--- src/rtl/rf_write_arbiter.sv ---
// Register-file write-port arbiter: round-robin between ALU (A) and load (B) writebacks, optional post-reset clear.
// Latency: a grant in cycle N appears on rf_we/rf_waddr/rf_wdata after the posedge ending cycle N (1 cycle).
// Backpressure: a_ready/b_ready are combinational grants; losers and requests during CLEAR hold until accepted.
// Optional feature: define RF_CLEAR_EN to zero registers 0..31 after reset before accepting writes.
module rf_write_arbiter (
    input  logic        clk,
    input  logic        reset,
    input  logic        a_valid,
    input  logic [4:0]  a_addr,
    input  logic [31:0] a_data,
    output logic        a_ready,
    input  logic        b_valid,
    input  logic [4:0]  b_addr,
    input  logic [31:0] b_data,
    output logic        b_ready,
    output logic [4:0]  rf_waddr,
    output logic [31:0] rf_wdata,
    output logic        rf_we,
    output logic        busy,
    output logic [15:0] stall_cnt
);

    typedef enum logic {
        CLEAR = 1'b0,
        RUN   = 1'b1
    } state_t;

`ifdef RF_CLEAR_EN
    localparam state_t RESET_STATE = CLEAR;
`else
    localparam state_t RESET_STATE = RUN;
`endif

    state_t state;
    state_t state_nxt;

    // prio_b set means A won the last grant, so B wins the next tie.
    logic prio_b;
    logic grant_a;
    logic grant_b;
    logic stall_ev;

`ifdef RF_CLEAR_EN
    logic [4:0] clr_cnt;
`endif

    // Next state and grant decision; no grants outside RUN.
    always_comb begin
        state_nxt = state;
        grant_a   = 1'b0;
        grant_b   = 1'b0;
        case (state)
            CLEAR: begin
`ifdef RF_CLEAR_EN
                if (clr_cnt == 5'd31) begin
                    state_nxt = RUN;
                end
`else
                state_nxt = RUN;
`endif
            end
            RUN: begin
                grant_a = a_valid & (~b_valid | ~prio_b);
                grant_b = b_valid & (~a_valid |  prio_b);
            end
            default: state_nxt = RESET_STATE;
        endcase
    end

    assign a_ready  = grant_a;
    assign b_ready  = grant_b;

    // A stall is any cycle in RUN where some valid requester lost; two losers still count once.
    assign stall_ev = (state == RUN) & ((a_valid & ~grant_a) | (b_valid & ~grant_b));

`ifdef RF_CLEAR_EN
    assign busy = (state == CLEAR);
`else
    assign busy = 1'b0;
`endif

    // State register.
    always_ff @(posedge clk or posedge reset) begin
        if (reset) begin
            state <= RESET_STATE;
        end else begin
            state <= state_nxt;
        end
    end

    // Round-robin pointer follows the most recent winner; holds when idle.
    always_ff @(posedge clk or posedge reset) begin
        if (reset) begin
            prio_b <= 1'b0;
        end else if (grant_a) begin
            prio_b <= 1'b1;
        end else if (grant_b) begin
            prio_b <= 1'b0;
        end
    end

`ifdef RF_CLEAR_EN
    // Clear address counter walks 0..31 while in CLEAR and wraps back to 0 on exit.
    always_ff @(posedge clk or posedge reset) begin
        if (reset) begin
            clr_cnt <= 5'd0;
        end else if (state == CLEAR) begin
            clr_cnt <= clr_cnt + 5'd1;
        end
    end
`endif

    // Registered write port: granted request, clear write, or idle (address/data hold).
    always_ff @(posedge clk or posedge reset) begin
        if (reset) begin
            rf_we    <= 1'b0;
            rf_waddr <= 5'd0;
            rf_wdata <= 32'd0;
        end else if (grant_a) begin
            rf_we    <= 1'b1;
            rf_waddr <= a_addr;
            rf_wdata <= a_data;
        end else if (grant_b) begin
            rf_we    <= 1'b1;
            rf_waddr <= b_addr;
            rf_wdata <= b_data;
`ifdef RF_CLEAR_EN
        end else if (state == CLEAR) begin
            rf_we    <= 1'b1;
            rf_waddr <= clr_cnt;
            rf_wdata <= 32'd0;
`endif
        end else begin
            rf_we    <= 1'b0;
        end
    end

    // Saturating stall counter.
    always_ff @(posedge clk or posedge reset) begin
        if (reset) begin
            stall_cnt <= 16'd0;
        end else if (stall_ev && (stall_cnt != 16'hFFFF)) begin
            stall_cnt <= stall_cnt + 16'd1;
        end
    end

endmodule

--- config.mk ---
export PLATFORM = sky130hd
export DESIGN_NAME = rf_write_arbiter
export DESIGN_NICKNAME = d
export VERILOG_FILES = /design/src/rtl/rf_write_arbiter.sv
export SDC_FILE = /design/constraint.sdc
export NUM_CORES = 1
export LEC_CHECK = 0
export CAP_MARGIN = 20
export CORE_MARGIN = 2
export CORE_UTILIZATION = 41
export CTS_CLUSTER_SIZE = 16
export DETAILED_ROUTE_END_ITERATION = 16
export GPL_TIMING_DRIVEN = 0
export PLACE_DENSITY = 0.8
export SYNTH_ARGS = -nofsm -noshare
export SYNTH_HDL_FRONTEND = slang
export SYNTH_SLANG_ARGS = --single-unit
--- constraint.sdc ---
create_clock -name clk -period 2.65 [get_ports clk]
set_clock_uncertainty 0.15 [all_clocks]
set_input_delay 0.3975 -clock clk [delete_from_list [all_inputs] [get_ports clk]]
set_output_delay 0.3975 -clock clk [all_outputs]
set_load 0.02 [all_outputs]
-- After elaboration in Yosys (flattened, before gate mapping)
Index checks and enable logic that the tools add are counted.
- flip-flop bits (word level): 55
- bits of input ports: 78
- output and inout bits: 57
- logic and storage cells: 29
- add/sub/neg operators: 1
- equality and inequality tests: 1
- muxes and demuxes: 8
- bitwise logic cells: 12
- reduce and logical (&&, ||, !) cells: 2
- operator list (kind ; count):
    $mux W32 ; 2
    $add A16 B1 Y16 const B ; 1
    $ne A16 B16 Y1 const B ; 1
    $mux W5 ; 2
    $not A1 Y1 ; 5
    $and A1 B1 Y1 ; 4
    $mux W1 ; 4
    $or A1 B1 Y1 ; 3
    $reduce_bool A2 Y1 ; 1
    $logic_and A1 B1 Y1 ; 1

-- Longest topological paths before layout
- depth in word-level cells: 7
- gate-level depth with buffers: 7
- depth with buffers taken out: 5

-- Worst setup path after synthesis
Ideal clock, no wire load.
- path kind: input port to output port
- from: input a_valid
- to: output a_ready
- data arrival time: 1.660 ns
- required time: 2.102 ns
- setup slack: 0.443 ns
- stages on the path: 4
- buffers on the path: 3
- cells stage by stage: buf_2 > clkbuf_1 > clkbuf_1 > a21boi_0
- word-level cells in the longest chain between the ends: 1
- ends and longest elaborated chain (item ; line ; text):
    from (decl) ; 8 ; input logic a_valid,
    $and A1 B1 Y1 ; 63 ; grant_a = a_valid & (~b_valid | ~prio_b);
    to (decl) ; 11 ; output logic a_ready,
No other way between the ends.

-- Worst setup path in the final report
- from: register prio_b
- to: output b_ready
- word-level cells in the longest chain between the ends: 2
- ends and longest elaborated chain (item ; line ; text):
    from (decl) ; 38 ; logic prio_b;
    from (signal assigned) ; 94 ; prio_b <= 1'b0;
    from (signal assigned) ; 96 ; prio_b <= 1'b1;
    from (signal assigned) ; 98 ; prio_b <= 1'b0;
    $or A1 B1 Y1 ; 64 ; grant_b = b_valid & (~a_valid | prio_b);
    $and A1 B1 Y1 ; 64 ;
    to (decl) ; 15 ; output logic b_ready,
No other way between the ends.

==> results.sh <==
export IMPL_status="finished clean"
export IMPL_critPathLaunchType="register"
export IMPL_path_clk_slew_ps=100
export IMPL_yosysSeqAreaShare=0.4844
export IMPL_power_frac_comb=0.370
export IMPL_overflow=0
export IMPL_cts_root_buf="clkbuf_8"
export IMPL_power_frac_seq=0.440
export IMPL_syn_num_nets=416
export IMPL_synth_distinct_cells=34
export IMPL_cts_max_level=2
export IMPL_p_clk_frac=0.190
export IMPL_antenna_found_initial=0
export IMPL_synth_top_flop_cell="dfrtp_1"
export IMPL_syn_to_final_growth_pct=53.50
export IMPL_ys_ff_latch=55
export IMPL_setup_viol=0
export IMPL_grt_setup_unrepaired="false"
export IMPL_timing_fmax_ghz=0.4107
export IMPL_n_fill_cell=581
export IMPL_power_density_nw_per_um2=558.0
export IMPL_fin_crit_ps=2435
export IMPL_cts_tree="built"
export IMPL_peakVddDrop_uv=220.0
export IMPL_grt_total_usage=0.2301
export IMPL_cap_violations=0
export IMPL_ctsHoldBuffers=0
export IMPL_path_max_fanout=19
export IMPL_dpl_cell_area_sq_um=4273
export IMPL_die_area_sq_um=7613
export IMPL_die_w_um=87.25
export IMPL_grt_max_degree=38
export IMPL_drive_gt1_frac=0.04211
export IMPL_clock_sinks=55
export IMPL_seqCellArea_sq_um=1376
export IMPL_fin_crit_sh=0.9189
export IMPL_p_leak_nw=1.847
export IMPL_crit_type="reg2out"
export IMPL_boundaryPins=135
export IMPL_critPathSlowestCell="clkdlybuf4s50_1"
export IMPL_postRouteWirelength_um=8654
export IMPL_rows=30
export IMPL_maxSlewViolCount=0
export IMPL_tns_ps=0
export IMPL_arrival_ps=1890
export IMPL_drc=0
export IMPL_grt_pass1_vias=3102
export IMPL_dieHeight_um=87.25
export IMPL_netlist_instances=337
export IMPL_drt_wirelength_per_cell_um=15.59
export IMPL_ant_nets=0
export IMPL_fin_nets=554
export IMPL_n_antenna_cell=0
export IMPL_switching_share=0.3381
export IMPL_setup_worst_path_end_class="primary output"
export IMPL_cp_required_ps=2100
export IMPL_hold_viol_final=0
export IMPL_yosysWarnings=0
export IMPL_post_cts_buffers=0
export IMPL_synth_edf_count=0
export IMPL_grt_pass1_wl_um=13900
export IMPL_dpl_hpwl_um=6511
export IMPL_slowest_delay_ps=550
export IMPL_cts_made_buffers=5
export IMPL_vias_per_cell=5.512
export IMPL_max_slew_margin_rel=0.4444
export IMPL_hold_path_class="in2async"
export IMPL_fin_area_sq_um=4362
export IMPL_pre_cts_slack_ps=-204.8
export IMPL_dr_total_vias=3059
export IMPL_design_core_area_sq_um=6756
export IMPL_fin_ws_ps=214.8
export IMPL_first_iter_violations=152
export IMPL_switchingPower_mw=0.8228
export IMPL_synth_avg_cell_area_sq_um=8.432
export IMPL_multiInputGateArea_sq_um=1190
export IMPL_gp_congestion=0.7886
export IMPL_intPower_mw=1.611
export IMPL_async_reset_ff_frac=1.000
export IMPL_clk_latency_ps=300
export IMPL_syn_area_sq_um=2841
export IMPL_clk_path_buf_depth=2
export IMPL_drt_pass1_iter_count=4
export IMPL_worst_pin_slew_ps=825.8
export IMPL_start_util=0.4206
export IMPL_io_buffers=131
export IMPL_cp_cell_sequence="nand2b_1 > nand2_1 > buf_2 > inv_1 > clkdlybuf4s50_1"
[per-stage QoR]
| stage | power (mW) | hold WS, ps | util | std cells |
|---|---|---|---|---|
| final | 2.434 | 243.0 | 0.6456 | 555 |
| after detailed placement | 1.985 | 339.0 | 0.6324 | 549 |
| after CTS | 2.441 | 254.8 | 0.6452 | 555 |
| after global routing | 2.563 | 287.1 | 0.6456 | 555 |
| after global placement | 1.954 | 330.5 | 0.6294 | 548 |
| after floorplan | 1.515 | 402.8 | - | 337 |
[worst paths after layout]
path | start | end | slack (ps) | depth (start not counted)
hold reg to reg | stall_cnt[15]$_DFFE_PP0P_ | stall_cnt[15]$_DFFE_PP0P_ | 350 | 1
setup reg to reg | stall_cnt[12]$_DFFE_PP0P_ | stall_cnt[13]$_DFFE_PP0P_ | 580 | 4
min in group clk | b_valid | stall_cnt[2]$_DFFE_PP0P_ | 300 | 3
max in group asynchronous | reset | stall_cnt[9]$_DFFE_PP0P_ | 1580 | 3
setup / recovery | prio_b$_DFFE_PP0P_ | b_ready | 210 | 5
hold / removal | reset | rf_wdata[0]$_DFFE_PP0P_ | 240 | 2
[layout by cell type (no fill, tap or decap), types with 2 or more instances in the layout]
cell type	count
clkbuf_8	6
xor2_1	5
clkbuf_1	15
clkbuf_2	2
nand4_1	5
clkdlybuf4s50_1	130
dfrtp_1	55
a21oi_1	38
buf_1	5
nor2_1	44
nor3_1	4
nand3b_1	2
xnor2_1	5
nand2_1	6
nand3_1	4
nor4_1	2
inv_1	42
a31oi_1	37
o22ai_1	37
o21ai_0	6
buf_2	4
o31ai_1	2
[power groups by stage]
stage,combinational (mW),clock (mW),sequential (mW)
2_1_floorplan,0.302,0,1.21
3_3_place_gp,0.873,0,1.08
3_5_place_dp,0.902,0,1.08
4_1_cts,0.903,0.468,1.07
5_1_grt,0.972,0.503,1.09
6_report,0.901,0.463,1.07
[flip-flops by register name, indices dropped and copies added, names as in the netlist]
| name | count |
|---|---|
| rf_wdata | 32 |
| rf_we | 1 |
| prio_b | 1 |
| stall_cnt | 16 |
| rf_waddr | 5 |
[routing by layer]
metal	up-vias	share of wire	wire, um	GRT usage
li1	1461	-	-	-
met1	1462	0.42	3632	0.2881
met2	124	0.51	4397	0.3926
met3	12	0.056	488	0.04360
met4	0	0.016	135	0.08811
met5	-	0	0	0
[cell type report]
type,instances,area share
clock buffers,6,0.01893
inverters,43,0.03701
flip-flops and latches,55,0.3155
multi-input cells,211,0.2728
plain buffers,27,0.02582
repair buffers,132,0.3058
well taps,80,0.02295
clock inverters,1,0.001147
[repair_timing]
action,4_1_cts,5_1_grt
gates cloned,0,0
gates resized for setup,2,1
endpoints found under the setup margin,2,1
[synth_stat cells, types with 2 or more instances]
cell type | count | share of area
nor3_1 | 4 | 0.0070
buf_2 | 4 | 0.0070
clkbuf_1 | 17 | 0.022
nand3_1 | 4 | 0.0070
dfrtp_1 | 55 | 0.48
a31oi_1 | 37 | 0.081
o31ai_1 | 2 | 0.0053
buf_1 | 6 | 0.0079
nand3b_1 | 2 | 0.0053
nand4_1 | 5 | 0.011
nand2_1 | 6 | 0.0079
o22ai_1 | 37 | 0.081
xnor2_1 | 5 | 0.015
o21ai_0 | 6 | 0.011
xor2_1 | 5 | 0.015
nor2_1 | 44 | 0.058
inv_1 | 43 | 0.057
a21oi_1 | 38 | 0.067
nor4_1 | 2 | 0.0044
[worst max-delay path, delay by kind of cell (launching register included)]
family | cells | cell delay [ps]
buffers and inverters | 3 | 960
flip-flops | 1 | 390
AND/OR/NAND/NOR | 2 | 230
[cells by family (layout without fill, tap and decap cells)]
| group | count (synthesis) | after routing | share of synthesized area |
|---|---|---|---|
| AOI/OAI and AO/OA | 121 | 121 | 0.2483 |
| muxes | 2 | 2 | 0.007486 |
| adders and majority gates | 1 | 1 | 0.004403 |
| and+or+nand+nor | 76 | 76 | 0.1264 |
| DFF | 55 | 55 | 0.4844 |
| xor gates and xnor gates | 10 | 10 | 0.03082 |
| buffers and inverters | 71 | 209 | 0.09687 |
| other | 1 | 1 | 0.001320 |
Power figures use the tool's default switching activity.
